--- config.mk ---
export PLATFORM = sky130hd
export DESIGN_NAME = led_mmio_ctrl_flat
export DESIGN_NICKNAME = d
export VERILOG_FILES = /design/src/rtl/led_mmio_ctrl_pkg.sv /design/src/rtl/led_mmio_ctrl_if.sv /design/src/rtl/led_mmio_ctrl_blink_tick_gen.sv /design/src/rtl/led_mmio_ctrl.sv /design/src/flat_wrapper.sv
export SDC_FILE = /design/constraint.sdc
export NUM_CORES = 1
export LEC_CHECK = 0
export CORE_UTILIZATION = 50
export DETAILED_ROUTE_END_ITERATION = 10
export GPL_ROUTABILITY_DRIVEN = 0
export GPL_TIMING_DRIVEN = 0
export HOLD_SLACK_MARGIN = 0.05
export PLACE_DENSITY = 0.83
export SETUP_SLACK_MARGIN = 0.1
export SLEW_MARGIN = 10
export SYNTH_ARGS = -nofsm -noshare
export SYNTH_HDL_FRONTEND = slang
export SYNTH_SLANG_ARGS = --single-unit
--- constraint.sdc ---
create_clock -name led_clk -period 6.56 [get_ports led_clk]
set_input_delay 0.656 -clock led_clk [delete_from_list [all_inputs] [get_ports led_clk]]
set_output_delay 0.656 -clock led_clk [all_outputs]
set_load 0.01 [all_outputs]
--- src/rtl/led_mmio_ctrl_pkg.sv ---
// Shared constants and helpers for the LED memory-mapped write port.
package led_mmio_ctrl_pkg;

    localparam logic [31:0] LED_ADDR_DEFAULT  = 32'hFFFF_F060;
    localparam logic [31:0] CTRL_ADDR_DEFAULT = 32'hFFFF_F064;
    localparam logic [23:0] LED_OFF           = 24'hFFFFFF;

    // Replace each enabled byte lane of the 24-bit pattern with store data.
    function automatic logic [23:0] merge_lanes(input logic [23:0] old_val,
                                                input logic [23:0] wdata,
                                                input logic [2:0]  be);
        logic [23:0] res;
        res = old_val;
        for (int i = 0; i < 3; i++) begin
            if (be[i]) res[8*i +: 8] = wdata[8*i +: 8];
        end
        return res;
    endfunction

endpackage

--- src/rtl/led_mmio_ctrl_if.sv ---
// MEM-stage store/load bus as seen by the LED controller.
// bus_we is a one-cycle strobe with no ready: every store is accepted on the edge it is presented.
interface led_mmio_ctrl_if;
    logic        bus_we;
    logic [31:0] bus_addr;
    logic [3:0]  bus_be;
    logic [31:0] bus_wdata;
    logic [31:0] bus_rdata;

    modport master (output bus_we, bus_addr, bus_be, bus_wdata, input bus_rdata);
    modport slave  (input bus_we, bus_addr, bus_be, bus_wdata, output bus_rdata);
endinterface

--- src/rtl/led_mmio_ctrl_blink_tick_gen.sv ---
// Blink prescaler: toggles phase every TICK_DIV cycles while en is high.
module blink_tick_gen #(
    parameter int TICK_DIV = 25_000_000,
    parameter int CNT_W    = 32
) (
    input  logic clk,
    input  logic rst,
    input  logic en,
    output logic phase
);

    localparam logic [CNT_W-1:0] LAST = CNT_W'(TICK_DIV - 1);

    logic [CNT_W-1:0] counter;

    always_ff @(posedge clk or posedge rst) begin
        if (rst) begin
            counter <= '0;
            phase   <= 1'b0;
        end else if (!en) begin
            counter <= '0;
            phase   <= 1'b0;
        end else if (counter == LAST) begin
            counter <= '0;
            phase   <= ~phase;
        end else begin
            counter <= counter + 1'b1;
        end
    end

endmodule

--- src/rtl/led_mmio_ctrl.sv ---
// Decodes stores to the LED data/control words, keeps the shadow pattern,
// and emits a one-cycle led_we pulse whenever the displayed pattern changes.
module led_mmio_ctrl
    import led_mmio_ctrl_pkg::*;
#(
    parameter logic [31:0] LED_ADDR  = LED_ADDR_DEFAULT,
    parameter logic [31:0] CTRL_ADDR = CTRL_ADDR_DEFAULT,
    parameter int          TICK_DIV  = 25_000_000,
    parameter int          CNT_W     = 32
) (
    input  logic             led_clk,
    input  logic             led_rst,
    led_mmio_ctrl_if.slave   bus,
    output logic             led_we,
    output logic [31:0]      led_wdata
);

    logic [23:0] shadow, shadow_next, eff;
    logic        blink_en, blink_en_next, tick_en, phase;
    logic        led_hit, ctrl_hit;

    assign led_hit  = (bus.bus_addr[31:2] == LED_ADDR[31:2]);
    assign ctrl_hit = (bus.bus_addr[31:2] == CTRL_ADDR[31:2]);

    always_comb begin
        shadow_next   = shadow;
        blink_en_next = blink_en;
        if (bus.bus_we && led_hit)
            shadow_next = merge_lanes(shadow, bus.bus_wdata[23:0], bus.bus_be[2:0]);
        if (bus.bus_we && ctrl_hit && bus.bus_be[0])
            blink_en_next = bus.bus_wdata[0];
    end

    // Gating with both the current and next enable clears the prescaler on the
    // disabling write edge, and holds it at zero on the enabling edge.
    assign tick_en = blink_en & blink_en_next;

    blink_tick_gen #(
        .TICK_DIV (TICK_DIV),
        .CNT_W    (CNT_W)
    ) u_tick (
        .clk   (led_clk),
        .rst   (led_rst),
        .en    (tick_en),
        .phase (phase)
    );

    assign eff = phase ? LED_OFF : shadow;

    always_ff @(posedge led_clk or posedge led_rst) begin
        if (led_rst) begin
            shadow    <= LED_OFF;
            blink_en  <= 1'b0;
            led_we    <= 1'b0;
            led_wdata <= {8'h00, LED_OFF};
        end else begin
            shadow    <= shadow_next;
            blink_en  <= blink_en_next;
            led_we    <= (eff != led_wdata[23:0]);
            led_wdata <= {8'h00, eff};
        end
    end

    // Software reads the shadow, not the blanked pattern.
    always_comb begin
        bus.bus_rdata = 32'h0;
        if (led_hit)
            bus.bus_rdata = {8'h00, shadow};
        else if (ctrl_hit)
            bus.bus_rdata = {31'b0, blink_en};
    end

    logic unused_bus;
    assign unused_bus = &{1'b0, bus.bus_addr[1:0], bus.bus_be[3], bus.bus_wdata[31:24]};

endmodule

--- src/flat_wrapper.sv ---
// flat-port wrapper written by rule: the top's interface ports become plain ports
module led_mmio_ctrl_flat import led_mmio_ctrl_pkg::*;
#(
    parameter logic [31:0] LED_ADDR  = LED_ADDR_DEFAULT,
    parameter logic [31:0] CTRL_ADDR = CTRL_ADDR_DEFAULT,
    parameter int          TICK_DIV  = 25_000_000,
    parameter int          CNT_W     = 32
)
  (led_clk, led_rst, led_we, led_wdata, bus_bus_we, bus_bus_addr, bus_bus_be, bus_bus_wdata, bus_bus_rdata);
  led_mmio_ctrl_if bus_i ();
  input  logic led_clk;
  input  logic led_rst;
  output logic led_we;
  output logic [31:0] led_wdata;
  input wire logic [$bits(bus_i.bus_we)-1:0] bus_bus_we;
  input wire logic [$bits(bus_i.bus_addr)-1:0] bus_bus_addr;
  input wire logic [$bits(bus_i.bus_be)-1:0] bus_bus_be;
  input wire logic [$bits(bus_i.bus_wdata)-1:0] bus_bus_wdata;
  output wire logic [$bits(bus_i.bus_rdata)-1:0] bus_bus_rdata;
  assign bus_i.bus_we = bus_bus_we;
  assign bus_i.bus_addr = bus_bus_addr;
  assign bus_i.bus_be = bus_bus_be;
  assign bus_i.bus_wdata = bus_bus_wdata;
  assign bus_bus_rdata = bus_i.bus_rdata;
  led_mmio_ctrl #(.LED_ADDR(LED_ADDR), .CTRL_ADDR(CTRL_ADDR), .TICK_DIV(TICK_DIV), .CNT_W(CNT_W)) u_core (.led_clk(led_clk), .led_rst(led_rst), .bus(bus_i), .led_we(led_we), .led_wdata(led_wdata));
endmodule
==> impl_results.html <==
<table>
<tr><th>Metric</th><th>Value</th></tr>
<tr><th colspan="2">Worst setup path</th></tr>
<tr><td>Crit path max-delay cell type</td><td>sky130_fd_sc_hd__clkdlybuf4s50_1</td></tr>
<tr><td>Worst endpoint required time</td><td>5.90 ns</td></tr>
<tr><td>Startpoint of the most critical register-to-register path</td><td>u_core.u_tick.phase$_DFFE_PP0P_</td></tr>
<tr><td>Reg-to-reg endpoint</td><td>u_core.led_we$_DFF_PP0_</td></tr>
<tr><td>Nature of the critical path startpoint</td><td>primary input</td></tr>
<tr><td>Gate family responsible for the most delay along the worst path</td><td>buffers and inverters</td></tr>
<tr><td>Combined buffer and inverter count along the critical path</td><td>3</td></tr>
<tr><td>FF-to-FF setup slack</td><td>4.36 ns</td></tr>
<tr><td>Depth of the most critical reg-to-reg path</td><td>6</td></tr>
<tr><td>Peak per-stage delay on the critical path</td><td>0.55 ns</td></tr>
<tr><td>Endpoint arrival time on the critical path</td><td>3.33 ns</td></tr>
<tr><td>Critical Path Fanout Max</td><td>10</td></tr>
<tr><td>Critical path endpoint category</td><td>output pin</td></tr>
<tr><td>Worst Path Class, Setup</td><td>primary input to output pin</td></tr>
<tr><td>Critical-path cell list</td><td>clkdlybuf4s50_1, nand4_1, nor4_1, nand4_1, nor2_1, clkbuf_1, and2_1, clkdlybuf4s50_1</td></tr>
<tr><th colspan="2">Detailed routing</th></tr>
<tr><td>Drt total wl</td><td>9530 um</td></tr>
<tr><td>Average wire length per cell after detail routing</td><td>15.5 um</td></tr>
<tr><td>Remaining antenna violation count after routing</td><td>0</td></tr>
<tr><td>Detailed-router iteration count before antenna repair</td><td>4</td></tr>
<tr><td>Total number of vias</td><td>3192</td></tr>
<tr><td>Number of vias per cell after detailed routing</td><td>5.18</td></tr>
<tr><td>Post-detailed-route DRC marker count</td><td>0</td></tr>
<tr><td>Drt first-iter violations</td><td>100</td></tr>
<tr><th colspan="2">Clocking</th></tr>
<tr><td>Num Clock Sinks</td><td>83</td></tr>
<tr><td>Post-CTS resize count</td><td>0</td></tr>
<tr><td>TritonCTS clock tree</td><td>built</td></tr>
<tr><td>Clock latency of the later-clocked register in the worst-skew pair</td><td>0.35 ns</td></tr>
<tr><td>Root Buffer</td><td>sky130_fd_sc_hd__clkbuf_8</td></tr>
<tr><td>Maximum number of buffers from clock root to sink</td><td>2</td></tr>
<tr><td>Number of buffers inserted by hold repair at cts</td><td>0</td></tr>
<tr><td>Htree depth</td><td>3</td></tr>
<tr><td>Post-CTS setup repair buffer count</td><td>0</td></tr>
<tr><td>Clock-pin slew reported for the worst setup and hold paths after clock tree synthesis</td><td>0.08 ns</td></tr>
<tr><td>CTS Buf Count</td><td>9</td></tr>
<tr><th colspan="2">Final layout</th></tr>
<tr><td>Finished Cell Area</td><td>0.00569 sq mm</td></tr>
<tr><td>Number of inserted diodes</td><td>0</td></tr>
<tr><td># fillers</td><td>564</td></tr>
<tr><td>Final core occ</td><td>72.1%</td></tr>
<tr><td>Layout cells sized above 1</td><td>27.0%</td></tr>
<tr><td>Number of nets at the end of the flow</td><td>581</td></tr>
<tr><td>Count of placed standard cells in the final layout, fillers left out</td><td>616</td></tr>
<tr><td>Area growth from synthesis to layout</td><td>36.4%</td></tr>
<tr><th colspan="2">Global routing</th></tr>
<tr><td>Pin count of the biggest net entering global routing</td><td>69</td></tr>
<tr><td>Global-route wire length before repair</td><td>15600 um</td></tr>
<tr><td>Via count of the first global-routing pass</td><td>3288</td></tr>
<tr><td>Overall Global Routing Usage</td><td>23.4%</td></tr>
<tr><td>Number of antenna violations at the first check in global routing</td><td>0</td></tr>
<tr><td>Final global-route overflow total</td><td>0</td></tr>
<tr><th colspan="2">Status</th></tr>
<tr><td>Run status</td><td>finished clean</td></tr>
<tr><th colspan="2">Floorplan</th></tr>
<tr><td>Die ar.</td><td>0.00871 sq mm</td></tr>
<tr><td>Initial core utilization</td><td>52.9%</td></tr>
<tr><td>Cell row count</td><td>32</td></tr>
<tr><td>CORE AREA</td><td>0.00789 sq mm</td></tr>
<tr><td>Horizontal extent of the die</td><td>93.3 um</td></tr>
<tr><td>Die Ht</td><td>93.3 um</td></tr>
<tr><td>Top-level port count</td><td>136</td></tr>
<tr><th colspan="2">Timing</th></tr>
<tr><td>Count of endpoints failing setup in the final report</td><td>0</td></tr>
<tr><td>Setup repair after global routing missed its margin</td><td>false</td></tr>
<tr><td>Number of failing hold endpoints at the final stage</td><td>0</td></tr>
<tr><td>Layout Skew</td><td>0.0112 ns</td></tr>
<tr><td>Max-slew violation total from the final report</td><td>0</td></tr>
<tr><td>Post-route minimum period</td><td>3.99 ns</td></tr>
<tr><td>Worst rel slew slack</td><td>63.1%</td></tr>
<tr><td>Aggregate negative setup slack</td><td>0 ns</td></tr>
<tr><td>Share of the cycle needed by the critical path after routing</td><td>60.8%</td></tr>
<tr><td>Worst slew pin tran</td><td>0.552 ns</td></tr>
<tr><td>Achievable frequency</td><td>251 MHz</td></tr>
<tr><th colspan="2">Synthesis</th></tr>
<tr><td>Total number of yosys warnings</td><td>0</td></tr>
<tr><td>Number of enable-type register cells in the synthesized netlist</td><td>0</td></tr>
<tr><td>Synthesized instance count</td><td>374</td></tr>
<tr><td>Largest cells by area after synthesis</td><td>sky130_fd_sc_hd__dfstp_2, sky130_fd_sc_hd__dfrtp_1, sky130_fd_sc_hd__xor2_1, sky130_fd_sc_hd__mux2_2, sky130_fd_sc_hd__nor2_1</td></tr>
<tr><td>Register bit total from synthesis</td><td>83</td></tr>
<tr><td>Count of cell types in the netlist</td><td>39</td></tr>
<tr><td>Post-Synthesis Cell Area</td><td>0.00417 sq mm</td></tr>
<tr><td>Register area share after synthesis</td><td>51.2%</td></tr>
<tr><td>Share of Yosys cell area claimed by the top area cell type</td><td>30.2%</td></tr>
<tr><td>Async set or reset register ratio after synthesis</td><td>100%</td></tr>
<tr><td>Cell type with the highest aggregate area in the netlist</td><td>sky130_fd_sc_hd__dfstp_2</td></tr>
<tr><td>Primary FF master, synth</td><td>sky130_fd_sc_hd__dfstp_2</td></tr>
<tr><td>Per-instance average area after synthesis</td><td>11.2 sq um</td></tr>
<tr><th colspan="2">Run</th></tr>
<tr><td>Number of maximum-capacitance constraint violations</td><td>0</td></tr>
<tr><th colspan="2">Placement</th></tr>
<tr><td>Hpwl dp</td><td>7070 um</td></tr>
<tr><td>Placed instance count</td><td>600</td></tr>
<tr><td>Port-buffer cells</td><td>108</td></tr>
<tr><td>Post-Place Cell Area</td><td>0.00547 sq mm</td></tr>
<tr><th colspan="2">Min path</th></tr>
<tr><td>Class of the tightest hold or removal check</td><td>flip-flop to flip-flop</td></tr>
<tr><td>Start point of the worst hold path</td><td>u_core.u_tick.counter[0]$_DFF_PP0_</td></tr>
<tr><td>Number of cells on the worst hold path</td><td>1</td></tr>
<tr><td>Hold path endpoint</td><td>u_core.u_tick.counter[0]$_DFF_PP0_</td></tr>
<tr><th colspan="2">Power</th></tr>
<tr><td>Worst vdd ir</td><td>129 uV</td></tr>
<tr><td>Leakage power</td><td>2.55 nW</td></tr>
<tr><td>Pwr/cell area</td><td>173 mW/mm^2</td></tr>
</table>
[how the worst max path moves through the flow]
stage | start | endpoint | depth (start not counted) | slack [ns]
finish | bus_bus_addr[23] | bus_bus_rdata[10] | 8 | 2.57
global route | bus_bus_addr[18] | bus_bus_rdata[11] | 8 | 2.31
detailed placement | bus_bus_addr[23] | bus_bus_rdata[11] | 8 | 2.57
global placement | led_rst | u_core.u_tick.counter[13]$_DFF_PP0_ | 2 | 2.57
CTS | bus_bus_addr[23] | bus_bus_rdata[11] | 8 | 2.56
floorplan | led_rst | u_core.blink_en$_DFF_PP0_ | 1 | 3.85
[cell families (layout without fill, tap and decap cells)]
group | count (synthesis) | count (layout) | share of synthesized area, %
other | 1 | 16 | 0.0899
XOR/XNOR | 53 | 53 | 11.1
AO/OA/AOI/OAI | 8 | 8 | 1.47
buffers and inverters | 32 | 157 | 5.16
multiplexers | 26 | 26 | 6.99
flip-flops | 83 | 83 | 51.2
AND/OR/NAND/NOR | 170 | 170 | 23.6
adder cells (fa/ha/maj) | 1 | 1 | 0.300
[stage by stage]
stage	total power, mW	hold WS (ns)	setup WS, ns
finish	0.982	0.481	2.57
global placement	0.581	0.464	2.57
global route	1.02	0.504	2.31
floorplan	0.542	0.444	3.85
detailed placement	0.585	0.473	2.57
CTS	0.993	0.484	2.56
[placed cells by master, fill, tap and decap left out, types with 4 or more instances in the layout]
cell type                         synthesis  layout
sky130_fd_sc_hd__buf_4                   17      17
sky130_fd_sc_hd__xor2_1                  44      44
sky130_fd_sc_hd__clkbuf_1                 6       6
sky130_fd_sc_hd__dfstp_2                 48      48
sky130_fd_sc_hd__xnor2_1                  9       9
sky130_fd_sc_hd__mux2_2                  25      25
sky130_fd_sc_hd__nand2_1                 10      10
sky130_fd_sc_hd__nand3_1                 15      15
sky130_fd_sc_hd__nor2_1                  42      42
sky130_fd_sc_hd__and4_1                   7       7
sky130_fd_sc_hd__or2_2                   19      19
sky130_fd_sc_hd__nor4_1                   8       8
sky130_fd_sc_hd__dfrtp_1                 35      35
sky130_fd_sc_hd__conb_1                   1      16
sky130_fd_sc_hd__clkdlybuf4s50_1          0     108
sky130_fd_sc_hd__and3_1                   5       5
sky130_fd_sc_hd__nand4_1                 16      16
sky130_fd_sc_hd__or2_1                    4       4
sky130_fd_sc_hd__clkbuf_8                 0       9
sky130_fd_sc_hd__nor3_1                   4       4
sky130_fd_sc_hd__buf_6                    4       4
sky130_fd_sc_hd__and2_1                  24      24
[layout make-up]
type	count	area [sq um]	area share, %
sequential	83	2140	37.6
inverter	4	17.5	0.308
clock inverter	7	98.8	1.74
timing repair buffer	109	1110	19.5
multi-input combinational	274	1880	33.0
clock buffer	9	124	2.18
buffer	28	200	3.52
tap	102	128	2.24
[state kept, by name (all words and copies together) (netlist names)]
name,count
u_core.led_we,1
u_core.shadow,24
u_core.u_tick.phase,1
u_core.u_tick.counter,32
u_core.blink_en,1
u_core.led_wdata,24
[cell usage after synthesis (2+ instances only)]
master                     number
sky130_fd_sc_hd__a21oi_1        2
sky130_fd_sc_hd__a22o_1         2
sky130_fd_sc_hd__and2_1        24
sky130_fd_sc_hd__and3_1         5
sky130_fd_sc_hd__and4_1         7
sky130_fd_sc_hd__buf_4         17
sky130_fd_sc_hd__buf_6          4
sky130_fd_sc_hd__clkbuf_1       6
sky130_fd_sc_hd__dfrtp_1       35
sky130_fd_sc_hd__dfstp_2       48
sky130_fd_sc_hd__inv_1          4
sky130_fd_sc_hd__mux2_2        25
sky130_fd_sc_hd__nand2_1       10
sky130_fd_sc_hd__nand3_1       15
sky130_fd_sc_hd__nand4_1       16
sky130_fd_sc_hd__nand4b_1       2
sky130_fd_sc_hd__nand4b_2       3
sky130_fd_sc_hd__nor2_1        42
sky130_fd_sc_hd__nor3_1         4
sky130_fd_sc_hd__nor4_1         8
sky130_fd_sc_hd__nor4_2         2
sky130_fd_sc_hd__nor4b_1        2
sky130_fd_sc_hd__o21ai_0        2
sky130_fd_sc_hd__or2_1          4
sky130_fd_sc_hd__or2_2         19
sky130_fd_sc_hd__or4_1          2
sky130_fd_sc_hd__xnor2_1        9
sky130_fd_sc_hd__xor2_1        44
[report_power, final]
group	switching [mW]	internal [mW]
registers	0.00000000552	0.513
logic	0.0232	0.0401
clock network	0.188	0.218
[metal layers]
layer	global-route usage, %	routed length (um)
met5	0	0
met4	6.41	115
met3	3.98	450
met2	42.0	4930
met1	29.0	4030
[worst reg2reg max path, cell delays in order (launching register included)]
cell                      delay, ns
sky130_fd_sc_hd__dfrtp_1       0.49
sky130_fd_sc_hd__buf_6         0.19
sky130_fd_sc_hd__or2_1         0.26
sky130_fd_sc_hd__xor2_1        0.15
sky130_fd_sc_hd__nor4_1        0.29
sky130_fd_sc_hd__nand3_1       0.16
sky130_fd_sc_hd__or4_1         0.55
No activity file was read; power rests on OpenSTA's default activity.
